File: src/rtl/serial_settings_pkg.sv
// Shared frame constants and FSM state type for the settings-bus serial receiver.
package serial_settings_pkg;

  localparam int FRAME_BITS = 40;
  localparam int HDR_BITS   = 8;
  localparam int ADDR_W     = 7;
  localparam int DATA_W     = 32;

  // Bit counter is wide enough to hold any position inside a full frame.
  localparam int CNT_W = $clog2(FRAME_BITS);

  typedef enum logic [2:0] {
    IDLE  = 3'd0,
    HDR   = 3'd1,
    WDATA = 3'd2,
    RDATA = 3'd3,
    ERR   = 3'd4
  } state_t;

endpackage

File: src/rtl/sync_edge.sv
// Multi-flop synchronizer with single-cycle rise/fall pulses on the
// synchronized value. All flops reset to 0, so a line already low at reset
// release never produces a falling-edge pulse.
module sync_edge #(
  parameter int STAGES = 2
) (
  input  logic clk,
  input  logic rst_n,
  input  logic d,
  output logic q,
  output logic rise,
  output logic fall
);

  logic [STAGES-1:0] sync_sr;
  logic              q_prev;

  // Shift the asynchronous input through the chain; remember the last output.
  always_ff @(posedge clk or negedge rst_n) begin
    if (!rst_n) begin
      sync_sr <= '0;
      q_prev  <= 1'b0;
    end else begin
      sync_sr <= {sync_sr[STAGES-2:0], d};
      q_prev  <= sync_sr[STAGES-1];
    end
  end

  assign q    = sync_sr[STAGES-1];
  assign rise = q & ~q_prev;
  assign fall = ~q & q_prev;

endmodule

File: src/rtl/serial_settings_rx_marine_radar.sv
// Settings-bus initiator: deserializes 3-wire FX2 frames (sen_n/sclk/sdata)
// into master_clk-domain register writes, and optionally answers read frames.
// Optional feature: define SERIAL_READBACK_EN to enable read-frame readback.
// Handshake: serial_strobe is a one-cycle valid with no ready; serial_addr and
// serial_data are updated in the strobe cycle and held until the next write.
module serial_settings_rx_marine_radar
  import serial_settings_pkg::*;
#(
  parameter int SYNC_STAGES = 2
) (
  input  logic              master_clk,
  input  logic              reset_n,
  input  logic              sen_n,
  input  logic              sclk,
  input  logic              sdata_in,
  output logic              sdata_out,
  output logic              sdata_oe,
  output logic [ADDR_W-1:0] serial_addr,
  output logic [DATA_W-1:0] serial_data,
  output logic              serial_strobe,
  output logic [ADDR_W-1:0] readback_addr,
  input  logic [DATA_W-1:0] readback_data,
  output logic              frame_err
);

  localparam logic [CNT_W-1:0] CNT_HDR_LAST = CNT_W'(HDR_BITS - 1);
  localparam logic [CNT_W-1:0] CNT_DATA     = CNT_W'(DATA_W);

  logic sen_start, sen_end, sclk_rise, sclk_fall, sdata_s;
  logic sen_n_unused_q, sclk_unused_q, sdata_unused_rise, sdata_unused_fall;

  // sen_n falling edge starts a frame, rising edge ends it.
  sync_edge #(.STAGES(SYNC_STAGES)) u_sync_sen (
    .clk(master_clk), .rst_n(reset_n), .d(sen_n),
    .q(sen_n_unused_q), .rise(sen_end), .fall(sen_start)
  );

  sync_edge #(.STAGES(SYNC_STAGES)) u_sync_sclk (
    .clk(master_clk), .rst_n(reset_n), .d(sclk),
    .q(sclk_unused_q), .rise(sclk_rise), .fall(sclk_fall)
  );

  // Data shares the clock's synchronizer depth so each bit lines up with its edge.
  sync_edge #(.STAGES(SYNC_STAGES)) u_sync_sdata (
    .clk(master_clk), .rst_n(reset_n), .d(sdata_in),
    .q(sdata_s), .rise(sdata_unused_rise), .fall(sdata_unused_fall)
  );

  state_t             state, state_nxt;
  logic [CNT_W-1:0]   bit_cnt;
  logic [HDR_BITS-1:0] hdr_sr;
  logic [DATA_W-1:0]  data_sr;
  logic               strobe_nxt, err_nxt;
  logic               hdr_is_read;

  // Bit 7 of the header as it will look once the current sclk bit is shifted in.
  assign hdr_is_read = hdr_sr[HDR_BITS-2];

  // Next-state and registered-output decode.
  always_comb begin
    state_nxt  = state;
    strobe_nxt = 1'b0;
    err_nxt    = 1'b0;
    if (sen_end) begin
      state_nxt  = IDLE;
      strobe_nxt = (state == WDATA) && (bit_cnt == CNT_DATA);
      err_nxt    = (state == HDR) || (state == ERR) ||
                   (((state == WDATA) || (state == RDATA)) && (bit_cnt != CNT_DATA));
    end else begin
      case (state)
        IDLE: if (sen_start) state_nxt = HDR;
        HDR: begin
          if (sclk_rise && (bit_cnt == CNT_HDR_LAST)) begin
            if (hdr_is_read) begin
`ifdef SERIAL_READBACK_EN
              state_nxt = RDATA;
`else
              state_nxt = ERR;
`endif
            end else begin
              state_nxt = WDATA;
            end
          end
        end
        WDATA, RDATA: if (sclk_rise && (bit_cnt == CNT_DATA)) state_nxt = ERR;
        default: state_nxt = state;
      endcase
    end
  end

  // State, bit counter, shift registers and settings-bus outputs.
  always_ff @(posedge master_clk or negedge reset_n) begin
    if (!reset_n) begin
      state         <= IDLE;
      bit_cnt       <= '0;
      hdr_sr        <= '0;
      data_sr       <= '0;
      serial_addr   <= '0;
      serial_data   <= '0;
      serial_strobe <= 1'b0;
      frame_err     <= 1'b0;
    end else begin
      state         <= state_nxt;
      serial_strobe <= strobe_nxt;
      frame_err     <= err_nxt;
      if (strobe_nxt) begin
        serial_addr <= hdr_sr[ADDR_W-1:0];
        serial_data <= data_sr;
      end
      if ((state == IDLE) && sen_start) begin
        bit_cnt <= '0;
      end else if (sclk_rise && !sen_end) begin
        case (state)
          HDR: begin
            hdr_sr  <= {hdr_sr[HDR_BITS-2:0], sdata_s};
            bit_cnt <= (bit_cnt == CNT_HDR_LAST) ? '0 : bit_cnt + 1'b1;
          end
          WDATA: begin
            data_sr <= {data_sr[DATA_W-2:0], sdata_s};
            bit_cnt <= bit_cnt + 1'b1;
          end
          RDATA:   bit_cnt <= bit_cnt + 1'b1;
          default: bit_cnt <= bit_cnt;
        endcase
      end
    end
  end

`ifdef SERIAL_READBACK_EN
  logic [DATA_W-1:0] tx_sr;
  logic              load_pend;

  // Latch the read address at header end, capture the word one cycle later,
  // then advance on sclk falls once the first data bit has been clocked.
  always_ff @(posedge master_clk or negedge reset_n) begin
    if (!reset_n) begin
      readback_addr <= '0;
      load_pend     <= 1'b0;
      tx_sr         <= '0;
    end else begin
      load_pend <= 1'b0;
      if ((state == HDR) && (state_nxt == RDATA)) begin
        readback_addr <= {hdr_sr[ADDR_W-2:0], sdata_s};
        load_pend     <= 1'b1;
      end
      if (load_pend) begin
        tx_sr <= readback_data;
      end else if ((state == RDATA) && sclk_fall && (bit_cnt != '0)) begin
        tx_sr <= {tx_sr[DATA_W-2:0], 1'b0};
      end
    end
  end

  assign sdata_out = tx_sr[DATA_W-1];
  assign sdata_oe  = (state == RDATA);
`else
  logic readback_unused;
  assign readback_unused = ^readback_data;
  assign readback_addr   = '0;
  assign sdata_out       = 1'b0;
  assign sdata_oe        = 1'b0;
`endif

endmodule

File: config.mk
export PLATFORM = sky130hd
export DESIGN_NAME = serial_settings_rx_marine_radar
export DESIGN_NICKNAME = d
export VERILOG_FILES = /design/src/rtl/serial_settings_pkg.sv /design/src/rtl/sync_edge.sv /design/src/rtl/serial_settings_rx_marine_radar.sv
export SDC_FILE = /design/constraint.sdc
export NUM_CORES = 1
export LEC_CHECK = 0
export BUFFER_PORTS_ARGS = -buffer_cell sky130_fd_sc_hd__buf_4
export CORE_MARGIN = 4
export CORE_UTILIZATION = 50
export DETAILED_ROUTE_END_ITERATION = 6
export PLACE_DENSITY = 0.73
export SLEW_MARGIN = 10
export SYNTH_ARGS = -nofsm -noshare
export SYNTH_HDL_FRONTEND = slang
export SYNTH_HIERARCHICAL = 1
export SYNTH_SLANG_ARGS = --single-unit
File: constraint.sdc
create_clock -name master_clk -period 2.1 [get_ports master_clk]
set_clock_uncertainty 0.15 [all_clocks]
set_input_delay 0.42 -clock master_clk [delete_from_list [all_inputs] [get_ports master_clk]]
set_output_delay 0.42 -clock master_clk [all_outputs]
set_load 0.1 [all_outputs]
==> summary.txt <==
Status
  • Status: finished, final reports clean

Layout
  • Ant. Diodes: 0
  • Area Overhead vs Synth: 15.5%
  • Layout cell share with drive strength beyond 1: 47.9%
  • Non-filler instance count after layout: 415
  • Commonest non-fill, non-tap cells in the layout: dfrtp_1, buf_4, mux2_4
  • # fillers: 609
  • Final Core Density: 59.7%
  • Final instance area: 4640 um^2
  • Final net count: 347
  • Commonest non-fill, non-tap cell in the layout: dfrtp_1

Clock tree
  • CTS tree: done
  • Htree depth: 3
  • Sinks on Clock Net: 97
  • Clk_lat worst skew: 350 ps
  • Max clock buf depth: 2
  • CTS root buf: clkbuf_8
  • Num CTS Buffers: 9
  • Worst-path clk slew: 90 ps

Placement
  • Setup slack after placement: 125 ps
  • Final GP Congestion: 0.840
  • Dpl cell area: 4460 um^2
  • DP Cell Count: 398
  • HPWL after DPL: 4000 um
  • I/O Buffers: 45

Die
  • DIE HEIGHT: 97.6 um
  • Die width: 97.6 um
  • Die area: 9530 um^2
  • IO Count: 87
  • Initial core utilization: 51.7%
  • Core ar.: 7770 um^2
  • Rows: 32

Route
  • Post-detailed-route count of antenna-violating nets: 0
  • Via count: 2112
  • Total iterations of the first detailed-routing run: 4
  • Vias/cell: 5.09
  • Iteration-0 DRC Markers: 56
  • DR WL/cell: 15.1 um
  • Final wirelength: 6280 um
  • # DRC: 0

STA
  • Fin crit period: 1980 ps
  • Least-Margin Pin Slew: 511 ps
  • Setup WS post-layout: 124 ps
  • Fin. Hold Viols: 0
  • Setup TNS: 0 ps
  • RSZ-0062 raised after global routing: no
  • Final period util: 94.1%
  • FMAX: 506 MHz
  • # setup viols final: 0
  • Worst slew margin relative to its limit: 65.9%
  • Slew Viols, Final: 0

Critical path
  • Crit start category: register
  • Worst path required time: 2180 ps
  • Worst setup EP type: register
  • Setup CP Type: register to register
  • Max stage delay cell, worst path: dfrtp_1
  • CP Max Fanout: 40
  • Critical path's largest stage delay: 420 ps
  • Critical Path AT: 2060 ps
  • Crit path cell chain: inv_1 > ha_1 > nand2_1 > nor4_4 > nand4b_4 > buf_12 > mux2_4

Pwr
  • Power density over the cells: 715 nW/um^2
  • Lkg Pwr: 2.50 nW
  • Worst vdd ir: 0.370 mV

Synthesis
  • Syn Std Cell Area: 4020 um^2
  • Syn avg cell area: 15.8 um^2
  • Post-synthesis cell count: 255
  • Synth warn: 6

GRT
  • Vias in the first global route: 2207
  • Total grt overflow: 0
  • Total track usage: 14.0%
  • Largest net degree at the start of global routing: 45
  • Antenna violations before repair: 0
  • First-pass GRT wire length: 10900 um

Min path
  • Min-delay worst type: input port to register

Run
  • Max_cap viols: 0
what timing repair did:
action                                  CTS  global route
endpoints found under the setup margin    0             3
hold endpoints to repair                 30             0
gates resized for setup                   0             1
buffers inserted                          0             0
hold buffers                              1             0
sequential cells by signal, indices dropped and copies added, names as in the netlist:
name / flops
bit_cnt: 6
data_sr: 32
frame_err: 1
hdr_sr: 7
serial_addr: 7
serial_data: 32
serial_strobe: 1
state: 3
u_sync_sclk/q_prev: 1
u_sync_sclk/sync_sr: 2
u_sync_sdata/sync_sr: 2
u_sync_sen/q_prev: 1
u_sync_sen/sync_sr: 2
layer usage:
| layer | part of all wire, % | routed length (um) | global-route usage, % | up-vias |
|---|---|---|---|---|
| li1 | - | - | - | 971 |
| met2 | 48 | 3030 | 22.1 | 58 |
| met3 | 4.0 | 252 | 2.15 | 8 |
| met1 | 46 | 2870 | 18.8 | 1075 |
| met4 | 2.1 | 130 | 7.03 | 0 |
| met5 | 0 | 0 | 0 | - |
report_power, final:
part	leakage (nW)	switching, W	internal, W
combinational	1.10	0.000171	0.0000860
sequential	1.33	0.0000484	0.00193
clock	0.0785	0.000644	0.000433
total	2.50	0.000863	0.00245
critical path, delay by kind of cell, from the launching register on:
kind / cells / cell delay [ps]
simple gates: 3 / 490
flops: 1 / 420
buf+inv: 2 / 320
mux: 1 / 320
fa+ha+maj: 1 / 140
path summary, 6_finish.rpt:
path                                              start                       to  slack (ps)  cells after the start
worst max-delay path                         bit_cnt[1]           serial_addr[0]         120                      7
worst min-delay path                              sen_n    u_sync_sen/sync_sr[0]          20                      1
worst max register to register               bit_cnt[1]           serial_addr[0]         120                      7
worst min register to register  u_sync_sdata/sync_sr[0]  u_sync_sdata/sync_sr[1]         210                      0
max in group asynchronous                       reset_n           serial_addr[0]         740                      3
min in group asynchronous                       reset_n          serial_data[28]         400                      2
area by class of cell:
cell class                      instances  area [um^2]  share of cell area (%)
Clock buffer                           10          128                    2.75
Timing Repair Buffer                   52          430                    9.28
Multi-Input combinational cell        142         1460                    31.4
Clock inverter                          6         45.0                   0.971
Sequential cell                        97         2430                    52.3
Inverter                                6         22.5                   0.485
Tap cell                              102          128                    2.75
stage by stage:
| stage | hold slack (ps) | power, W |
|---|---|---|
| floorplan | -25.6 | 0.00220 |
| global placement | 185 | 0.00227 |
| detailed placement | 186 | 0.00228 |
| CTS | 2.48 | 0.00335 |
| global route | 0.144 | 0.00346 |
| finish | 20.4 | 0.00332 |
Power figures use the tool's default switching activity.
